==> src/rtl/regfile_wb_arbiter_if.sv <==
// Write-back bus between the pipeline requesters and the regfile write-port arbiter.
// With REGFILE_WB_ARB_BUSY_EN defined the bus also carries the wb_busy hazard vector.
interface regfile_wb_arbiter_if #(
  parameter int unsigned WIDTH    = 64,
  parameter int unsigned GPR_SIZE = 5,
  parameter int unsigned NREQ     = 3,
  parameter int unsigned CNT_W    = 64
);
  logic [NREQ-1:0]          req_valid;
  logic [NREQ*GPR_SIZE-1:0] req_rd;
  logic [NREQ*WIDTH-1:0]    req_data;
  logic [NREQ-1:0]          req_ready;
  logic                     wb_hold;
  logic [GPR_SIZE-1:0]      write_back_rd;
  logic [WIDTH-1:0]         write_back_data;
  logic                     write_back_reg_wen;
  logic [CNT_W-1:0]         wb_count;
`ifdef REGFILE_WB_ARB_BUSY_EN
  logic [31:0]              wb_busy;
`endif

  modport slave (
    input  req_valid, req_rd, req_data, wb_hold,
    output req_ready, write_back_rd, write_back_data, write_back_reg_wen, wb_count
`ifdef REGFILE_WB_ARB_BUSY_EN
    , output wb_busy
`endif
  );

  modport master (
    output req_valid, req_rd, req_data, wb_hold,
    input  req_ready, write_back_rd, write_back_data, write_back_reg_wen, wb_count
`ifdef REGFILE_WB_ARB_BUSY_EN
    , input wb_busy
`endif
  );
endinterface

==> src/rtl/regfile_wb_arbiter.sv <==
// Round-robin arbiter for the single regfile write port, with registered write-back and a commit counter.
// Optional REGFILE_WB_ARB_BUSY_EN adds a one-hot wb_busy vector of the register being written.
module regfile_wb_arbiter #(
  parameter int unsigned WIDTH    = 64,
  parameter int unsigned GPR_SIZE = 5,
  parameter int unsigned NREQ     = 3,
  parameter int unsigned CNT_W    = 64
) (
  input  logic                 clk,
  input  logic                 rst,
  regfile_wb_arbiter_if.slave  bus
);
  localparam int unsigned PTR_W = (NREQ > 1) ? $clog2(NREQ) : 1;

  logic [PTR_W-1:0]    r_rr_ptr;
  logic [GPR_SIZE-1:0] r_wb_rd;
  logic [WIDTH-1:0]    r_wb_data;
  logic                r_wb_wen;
  logic [CNT_W-1:0]    r_wb_count;

  logic [NREQ-1:0]     w_ready;
  logic [NREQ-1:0]     w_real;
  logic                w_gnt_any;
  logic [PTR_W-1:0]    w_gnt_idx;
  logic [GPR_SIZE-1:0] w_gnt_rd;
  logic [WIDTH-1:0]    w_gnt_data;

  // Zero-destination requests are dropped freely; one real request wins, searching after the last grant.
  always_comb begin
    int unsigned v_idx;
    w_ready    = '0;
    w_real     = '0;
    w_gnt_any  = 1'b0;
    w_gnt_idx  = '0;
    w_gnt_rd   = '0;
    w_gnt_data = '0;
    v_idx      = 0;
    for (int unsigned i = 0; i < NREQ; i++) begin
      w_real[i] = bus.req_valid[i] && (bus.req_rd[i*GPR_SIZE +: GPR_SIZE] != '0);
    end
    if (!bus.wb_hold) begin
      for (int unsigned i = 0; i < NREQ; i++) begin
        if (bus.req_valid[i] && !w_real[i]) w_ready[i] = 1'b1;
      end
      for (int unsigned k = 1; k <= NREQ; k++) begin
        v_idx = (32'(r_rr_ptr) + k) % NREQ;
        if (!w_gnt_any && w_real[v_idx]) begin
          w_gnt_any      = 1'b1;
          w_gnt_idx      = PTR_W'(v_idx);
          w_gnt_rd       = bus.req_rd[v_idx*GPR_SIZE +: GPR_SIZE];
          w_gnt_data     = bus.req_data[v_idx*WIDTH +: WIDTH];
          w_ready[v_idx] = 1'b1;
        end
      end
    end
  end

  always_ff @(posedge clk) begin
    if (rst) begin
      r_rr_ptr   <= PTR_W'(NREQ - 1);
      r_wb_rd    <= '0;
      r_wb_data  <= '0;
      r_wb_wen   <= 1'b0;
      r_wb_count <= '0;
    end else begin
      r_wb_wen <= w_gnt_any;
      if (w_gnt_any) begin
        r_rr_ptr   <= w_gnt_idx;
        r_wb_rd    <= w_gnt_rd;
        r_wb_data  <= w_gnt_data;
        r_wb_count <= r_wb_count + CNT_W'(1);
      end
    end
  end

  assign bus.req_ready          = w_ready;
  assign bus.write_back_rd      = r_wb_rd;
  assign bus.write_back_data    = r_wb_data;
  assign bus.write_back_reg_wen = r_wb_wen;
  assign bus.wb_count           = r_wb_count;

`ifdef REGFILE_WB_ARB_BUSY_EN
  logic [31:0] r_wb_busy;

  // Grants always carry a non-zero rd, so bit 0 can never be set.
  always_ff @(posedge clk) begin
    if (rst) begin
      r_wb_busy <= '0;
    end else if (w_gnt_any) begin
      r_wb_busy <= 32'(1) << w_gnt_rd;
    end else begin
      r_wb_busy <= '0;
    end
  end

  assign bus.wb_busy = r_wb_busy;
`endif
endmodule

==> src/flat_wrapper.sv <==
// flat-port wrapper written by rule: the top's interface ports become plain ports
module regfile_wb_arbiter_flat 
#(
  parameter int unsigned WIDTH    = 64,
  parameter int unsigned GPR_SIZE = 5,
  parameter int unsigned NREQ     = 3,
  parameter int unsigned CNT_W    = 64
)
  (clk, rst, bus_req_valid, bus_req_rd, bus_req_data, bus_wb_hold, bus_req_ready, bus_write_back_rd, bus_write_back_data, bus_write_back_reg_wen, bus_wb_count);
  regfile_wb_arbiter_if #(.WIDTH(WIDTH), .GPR_SIZE(GPR_SIZE), .NREQ(NREQ), .CNT_W(CNT_W)) bus_i ();
  input  logic clk;
  input  logic rst;
  input wire logic [$bits(bus_i.req_valid)-1:0] bus_req_valid;
  input wire logic [$bits(bus_i.req_rd)-1:0] bus_req_rd;
  input wire logic [$bits(bus_i.req_data)-1:0] bus_req_data;
  input wire logic [$bits(bus_i.wb_hold)-1:0] bus_wb_hold;
  output wire logic [$bits(bus_i.req_ready)-1:0] bus_req_ready;
  output wire logic [$bits(bus_i.write_back_rd)-1:0] bus_write_back_rd;
  output wire logic [$bits(bus_i.write_back_data)-1:0] bus_write_back_data;
  output wire logic [$bits(bus_i.write_back_reg_wen)-1:0] bus_write_back_reg_wen;
  output wire logic [$bits(bus_i.wb_count)-1:0] bus_wb_count;
  assign bus_i.req_valid = bus_req_valid;
  assign bus_i.req_rd = bus_req_rd;
  assign bus_i.req_data = bus_req_data;
  assign bus_i.wb_hold = bus_wb_hold;
  assign bus_req_ready = bus_i.req_ready;
  assign bus_write_back_rd = bus_i.write_back_rd;
  assign bus_write_back_data = bus_i.write_back_data;
  assign bus_write_back_reg_wen = bus_i.write_back_reg_wen;
  assign bus_wb_count = bus_i.wb_count;
  regfile_wb_arbiter #(.WIDTH(WIDTH), .GPR_SIZE(GPR_SIZE), .NREQ(NREQ), .CNT_W(CNT_W)) u_core (.clk(clk), .rst(rst), .bus(bus_i));
endmodule
==> config.mk <==
export PLATFORM = sky130hd
export DESIGN_NAME = regfile_wb_arbiter_flat
export DESIGN_NICKNAME = d
export VERILOG_FILES = /design/src/rtl/regfile_wb_arbiter_if.sv /design/src/rtl/regfile_wb_arbiter.sv /design/src/flat_wrapper.sv
export SDC_FILE = /design/constraint.sdc
export NUM_CORES = 1
export LEC_CHECK = 0
export ABC_AREA = 0
export ABC_CLOCK_PERIOD_IN_PS = 3800
export CAP_MARGIN = 20
export CORE_ASPECT_RATIO = 1.4
export CORE_MARGIN = 5
export CORE_UTILIZATION = 45
export DETAILED_ROUTE_END_ITERATION = 10
export PLACE_DENSITY_LB_ADDON = 0.1
export RECOVER_POWER = 50
export SLEW_MARGIN = 40
export SYNTH_ARGS = -nofsm -noshare
export SYNTH_HDL_FRONTEND = slang
export SYNTH_SLANG_ARGS = --single-unit
export TNS_END_PERCENT = 10
==> constraint.sdc <==
create_clock -name clk -period 3.8 [get_ports clk]
set_input_delay 0.76 -clock clk [delete_from_list [all_inputs] [get_ports clk]]
set_output_delay 0.76 -clock clk [all_outputs]
set_load 0.02 [all_outputs]
==> results of run 1 <==
[tightest hold or removal path: cells and delay by family (launching register included)]
kind / cells / cell delay (ns)
DFF: 1 / 0.32
AOI/OAI and AO/OA: 2 / 0.11
[power by group through the flow]
stage               Clock, W  Sequential [W]  Combinational [W]
finish               0.00169         0.00177            0.00638
global route         0.00179         0.00179            0.00680
CTS                  0.00173         0.00177            0.00638
detailed placement         0         0.00180            0.00632
global placement           0         0.00180            0.00627
floorplan                  0         0.00203            0.00390
[registers in the layout, indices dropped and copies added (netlist names)]
name	cells
u_core.bus.write_back_data	64
u_core.bus.wb_count	64
u_core.bus.write_back_reg_wen	1
u_core.r_rr_ptr	2
u_core.bus.write_back_rd	5
[timing repair]
action,in CTS,in global routing
gates cloned,0,0
resized for setup,38,4
hold buffers,0,0
setup endpoints to repair,3,3
pin swaps,6,5
setup buffers,5,0
[layout make-up]
| class | instances | area [µm²] |
|---|---|---|
| antenna | 2 | 5.00 |
| clock buffer | 17 | 425 |
| clock inverter | 15 | 154 |
| fill | 2538 | 10600 |
| inverter | 28 | 105 |
| multi-input combinational | 1344 | 9460 |
| sequential | 136 | 2720 |
| tap | 375 | 469 |
| timing repair buffer | 442 | 4300 |
[kinds of logic after synthesis]
family          synth area share
mux                        0.187
fa+ha+maj                 0.0174
flops                      0.213
xor+xnor                 0.00412
compound gates             0.313
buf+inv                   0.0647
simple gates               0.201
[how the worst max path moves through the flow]
stage | start | endpoint | slack [ns]
floorplan | u_core.r_rr_ptr[1] | u_core.bus.write_back_rd[4] | 0.05
global placement | bus_req_rd[12] | bus_req_ready[0] | -0.58
detailed placement | bus_req_rd[12] | bus_req_ready[0] | -0.60
CTS | bus_req_rd[0] | bus_req_ready[0] | 0.03
global route | bus_req_rd[12] | bus_req_ready[0] | -0.0006
finish | bus_req_rd[12] | bus_req_ready[0] | 0.05
[metal layers]
layer / vias to the layer above / track usage / routed length, µm
li1: 7061 / - / -
met1: 7340 / 0.364 / 20000
met2: 830 / 0.547 / 26500
met3: 137 / 0.0708 / 4600
met4: 2 / 0.158 / 2300
met5: - / 0 / 13
[synthesized netlist by cell type (64+ instances only)]
master and number:
nor2_1 171, a21oi_1 175, o32a_1 64, dfxtp_1 136, a311oi_1 64, mux2i_1 146, mux2_2 70, clkbuf_1 133
a22oi_1 68, nand2_1 128, o21ai_0 94, or3_1 79
[per-stage QoR]
stage | hold WS (ns) | total power (W)
4_1_cts | 0.475 | 0.00989
3_3_place_gp | 0.457 | 0.00807
5_1_grt | 0.506 | 0.0104
3_5_place_dp | 0.461 | 0.00812
6_report | 0.473 | 0.00984
2_1_floorplan | 0.537 | 0.00593
==> out/qor.txt, run 1 <==
Status -> finished clean
Crit Path Max Fanout -> 5
Clk pwr share -> 0.172
Total CTS buffers -> 17
Cell breakdown of the critical path -> dlygate4sd2_1 -> or4_4 -> buf_6 -> buf_4 -> o2111ai_4 -> o211ai_2 -> nand4_1 -> buf_4 -> nor2_1 -> o31a_1 -> buf_6
Pre-Repair DR Iteration Count -> 6
Rel. slew slack -> 0.378
Top_reg_cell synth -> dfxtp_1
Congestion Overflow GR -> 0
Crit Reg-Reg Startpoint -> u_core.r_rr_ptr[0]
Area Growth Syn to Fin -> 38.1%
Final non-filler cell area -> 0.0176 mm²
Drt wl/cell -> 22.6 µm
Die Ht -> 209 µm
Port Buffer Count -> 349
Placed cell count -> 2320
CP Buf/Inv Count -> 5
Most common cell after layout, fill and taps aside -> clkdlybuf4s50_1
Critical path type -> primary input to output port
Final Max Slew Viols -> 0
Die area -> 0.0319 mm²
Setup TNS after final layout -> 0 ns
Core Area -> 0.0282 mm²
Slowest library cell on the worst path -> or4_4
Net Switching -> 0.00462 W
Post-synth top area cell -> dfxtp_1
Area after DPL -> 0.0169 mm²
First-pass GRT wire length -> 82500 µm
# rows -> 73
Yosys Warn Count -> 0
R2r endpoint -> u_core.bus.write_back_rd[4]
Sink Count -> 136
Vias per Instance -> 6.52
Number of synthesized register bits -> 136
Iter 0 DRT Violations -> 1353
Post-synth ARST share -> 0
Slew @ Worst Pin -> 0.934 ns
Final critical-path share of the clock period -> 0.986
CP Capture Type -> output port
Num ports -> 350
Synth unique cells -> 75
Layout cells sized above 1 -> 0.130
R2r setup slk -> 0.30 ns
Clock transition at the registers of the reported paths -> 0.07 ns
Vias post-DR -> 15400
Sequential area share after synthesis -> 0.213
Syn nets -> 1912
Non-Filler Instances -> 2359
Post-route DRC -> 0
Tmin final -> 3.75 ns
Critical Path Max Stage Delay -> 0.54 ns
Initial antenna violation count -> 4
Min-Delay Endpoint -> u_core.bus.wb_count[63]
Min-Delay Path Class -> flip-flop to flip-flop
Number of global-route vias before repair -> 15000
Mean Syn Cell Area -> 7.59 µm²
Initial Util -> 0.452
R2R cell count -> 10
Startpoint Class -> primary input
Largest net degree at the start of global routing -> 97
Final setup margin -> 0.0546 ns
Post-route ant nets -> 0
Switch share -> 0.469
Cell Pwr Density -> 558 mW/mm²
Clock latency on the worst-skew pair -> 0.45 ns
HP Start -> u_core.bus.wb_count[63]
Most frequent cells in the layout -> 203 x clkdlybuf4s50_1, 173 x a21oi_1, 169 x nor2_1
Int Pwr -> 0.00522 W
Crit-path leading delay family -> buffers and inverters
Final Hold Viols -> 0
Required time of the critical path -> 3.04 ns
Clock skew -> 0.0138 ns
Comb pwr share -> 0.648
Fin nets -> 2198
CTS H-tree lvls -> 4
CTS Buffer Depth -> 2
Syn Inst Count -> 1683
Gp weighted congestion -> 0.935
Final setup violation count -> 0
Post-DP HPWL -> 35100 µm
Max Cap Viol -> 0
Core Util, Final -> 0.625
LEAKAGE -> 6.82 nW
Fmax -> 0.267 GHz
Number of synthesized flops with an enable pin -> 0
Synthesized area -> 0.0128 mm²
Die W -> 152 µm
Wirelength, routed -> 53400 µm
Post-place setup slack -> -0.602 ns
Most area-consuming cells after synthesis -> dfxtp_1 21%, mux2i_1 11%, a21oi_1 6.9%, mux2_2 6.2%, nor2_1 5.0%
Hold Crit Depth -> 2
Sequential share of power -> 0.179
Root buffer cell -> clkbuf_16
CTS tree -> done
Post-synth top area share -> 0.213
Crit. path cell count -> 11
Critical path arrival -> 2.99 ns
Worst vdd ir -> 0.375 mV
Total track usage -> 0.315
Power figures use the tool's default switching activity.
==> inputs of run 2 (changes only) <==
--- a/config.mk
+++ b/config.mk
@@ -14,6 +14,7 @@
 export DETAILED_ROUTE_END_ITERATION = 10
 export PLACE_DENSITY_LB_ADDON = 0.1
 export RECOVER_POWER = 50
+export SETUP_SLACK_MARGIN = 0.5
 export SLEW_MARGIN = 40
 export SYNTH_ARGS = -nofsm -noshare
 export SYNTH_HDL_FRONTEND = slang
==> constraint.sdc (replaced) <==
create_clock -name clk -period 3.8 [get_ports clk]
set_input_delay 0.38 -clock clk [delete_from_list [all_inputs] [get_ports clk]]
set_output_delay 0.38 -clock clk [all_outputs]
set_load 0.02 [all_outputs]
==> run 2 against run 1 <==
Net effect: critical endpoint is now bus_req_ready[1]; worst hold slack gained 0.0037 ns; sequential share of layout area is essentially flat; largest cell class unchanged; highest routed layer unchanged; sequential power barely moved.
==> out/qor.txt, run 2 (same netlist as run 1, synthesis figures left out) <==
Gp weighted congestion -> 0.927 (-0.78%)
Final Max Slew Viols -> 0 (unchanged)
Num ports -> 350 (unchanged)
Slowest library cell on the worst path -> dfxtp_4
Worst vdd ir -> 0.416 mV (+11%)
Die area -> 0.0319 mm² (unchanged)
Sink Count -> 136 (unchanged)
Final Hold Viols -> 0 (unchanged)
# rows -> 73 (unchanged)
Drt wl/cell -> 22.8 µm (+0.57%)
Congestion Overflow GR -> 0 (unchanged)
Required time of the critical path -> 3.42 ns (+0.38 ns)
Critical Path Max Stage Delay -> 0.39 ns (-0.15 ns)
R2R cell count -> 14 (+4)
Total track usage -> 0.311 (-0.00459)
Iter 0 DRT Violations -> 1394 (+3.0%)
Min-Delay Endpoint -> u_core.bus.write_back_rd[2]
Crit Reg-Reg Startpoint -> u_core.r_rr_ptr[1]
Clock skew -> 0.00969 ns (-0.00413 ns)
Status -> finished clean
HP Start -> u_core.bus.write_back_rd[2]
Final critical-path share of the clock period -> 0.845 (-0.141)
First-pass GRT wire length -> 81600 µm (-1.1%)
Critical path type -> flip-flop to output port
Port Buffer Count -> 349 (unchanged)
Layout cells sized above 1 -> 0.129 (-0.00143)
Post-DP HPWL -> 34900 µm (-0.59%)
Crit Path Max Fanout -> 6 (+1)
Clock transition at the registers of the reported paths -> 0.06 ns (about the same)
Hold Crit Depth -> 1 (-1)
Wirelength, routed -> 53600 µm (+0.32%)
Pre-Repair DR Iteration Count -> 6 (unchanged)
Setup TNS after final layout -> 0 ns (unchanged)
CTS Buffer Depth -> 2 (unchanged)
Final hold slack -> 0.477 ns (+0.00374 ns)
Root buffer cell -> clkbuf_16
CP Capture Type -> output port
Number of global-route vias before repair -> 14700 (-1.9%)
Rel. slew slack -> 0.416 (+0.0388)
CTS H-tree lvls -> 4 (unchanged)
CP Buf/Inv Count -> 5 (unchanged)
R2r setup slk -> 0.64 ns (+0.34 ns)
Crit-path leading delay family -> buffers and inverters
Most common cell after layout, fill and taps aside -> clkdlybuf4s50_1
Vias post-DR -> 15400 (-0.085%)
Filler Cell Count -> 2537 (-0.039%)
Core Area -> 0.0282 mm² (unchanged)
Critical path arrival -> 2.83 ns (-0.16 ns)
Cell Pwr Density -> 560 mW/mm² (+0.29%)
Area Growth Syn to Fin -> 38.1% (about the same)
Total CTS buffers -> 17 (unchanged)
Die Ht -> 209 µm (unchanged)
Post-route DRC -> 0 (unchanged)
Largest net degree at the start of global routing -> 87 (-10%)
R2r endpoint -> u_core.bus.write_back_rd[4]
Die W -> 152 µm (unchanged)
Vias per Instance -> 6.53 (+0.17%)
Startpoint Class -> flip-flop
Worst Setup SP -> u_core.r_rr_ptr[1]
Most frequent cells in the layout -> 205 x clkdlybuf4s50_1, 172 x a21oi_1, 168 x nor2_1
Max Cap Viol -> 0 (unchanged)
LEAKAGE -> 6.80 nW (-0.31%)
RSZ-0062 raised after global routing -> false
Clock latency on the worst-skew pair -> 0.44 ns (about the same)
Fin nets -> 2189 (-0.41%)
Cell breakdown of the critical path -> clkinvlp_4 -> buf_4 -> ha_4 -> clkinvlp_4 -> buf_4 -> o2111ai_2 -> o211ai_2 -> nand4_1 -> o22a_1 -> a21oi_2 -> buf_2
CTS tree -> done
Initial Util -> 0.452 (unchanged)
Post-route ant nets -> 0 (unchanged)
Final setup violation count -> 0 (unchanged)
Initial antenna violation count -> 5 (+1)
Fmax -> 0.312 GHz (+17%)
Slew @ Worst Pin -> 0.875 ns (-0.0581 ns)
Min-Delay Path Class -> flip-flop to flip-flop
Post-cts hold buffer count -> 0 (unchanged)
Tmin final -> 3.21 ns (-0.536 ns)
## run 2: layout make-up
cell class                      count  area [µm²]  area share
Inverter                           28         115     0.00653
Clock inverter                     15         134     0.00759
Tap cell                          375         469      0.0266
Timing Repair Buffer              433        4280       0.243
Clock buffer                       17         425      0.0241
Sequential cell                   136        2730       0.155
Antenna cell                        5        12.5    0.000710
Multi-Input combinational cell   1344        9470       0.537
## run 2: worst max path at each step
stage | slack [ns] | end | depth (start not counted)
after floorplan | 0.47 | u_core.bus.write_back_rd[4] | 16
after global placement | 0.1 | bus_req_ready[1] | 9
after detailed placement | 0.11 | bus_req_ready[1] | 9
after CTS | 0.45 | bus_req_ready[0] | 10
after global routing | 0.46 | bus_req_ready[2] | 9
final | 0.59 | bus_req_ready[1] | 11
## run 2: repair_timing
action	in CTS	in global routing
pin swaps	2	9
setup endpoints to repair	27	53
setup buffers	5	12
hold endpoints to repair	0	0
resized for setup	13	31
gates cloned	0	1
## run 2: worst reg2reg max path: cells and delay by family, from the launching register on
family	cells	cell delay [ns]
simple gates	3	0.69
compound gates	5	0.70
buf+inv	2	0.20
xor+xnor	1	0.21
flops	1	0.37
fa+ha+maj	3	0.93
## run 2: where the power goes
| group | total [W] | switching, W | internal, W |
|---|---|---|---|
| Combinational | 0.00643 | 0.00375 | 0.00267 |
| Clock | 0.00165 | 0.000788 | 0.000865 |
| Sequential | 0.00179 | 0.000145 | 0.00164 |
| Total | 0.00987 | 0.00469 | 0.00518 |
## run 2: per-stage QoR
stage / instance area [µm²] / worst slack (ns) / total power, W / util / cells
final: 17600 / 0.590 / 0.00987 / 0.625 / 2353
after global routing: 17600 / 0.459 / 0.0104 / 0.625 / 2352
after CTS: 17400 / 0.446 / 0.00975 / 0.616 / 2335
after detailed placement: 16800 / 0.110 / 0.00804 / 0.594 / 2298
after global placement: 16800 / 0.0951 / 0.00798 / 0.594 / 2298
after floorplan: 12800 / 0.472 / 0.00596 / - / 1683
## run 2: routing by layer
| metal | global-route usage | vias up | share of wire |
|---|---|---|---|
| met5 | 0 | - | 0.00026 |
| met4 | 0.155 | 2 | 0.047 |
| met3 | 0.0644 | 154 | 0.090 |
| met2 | 0.536 | 866 | 0.49 |
| met1 | 0.365 | 7321 | 0.37 |
| li1 | - | 7014 | - |
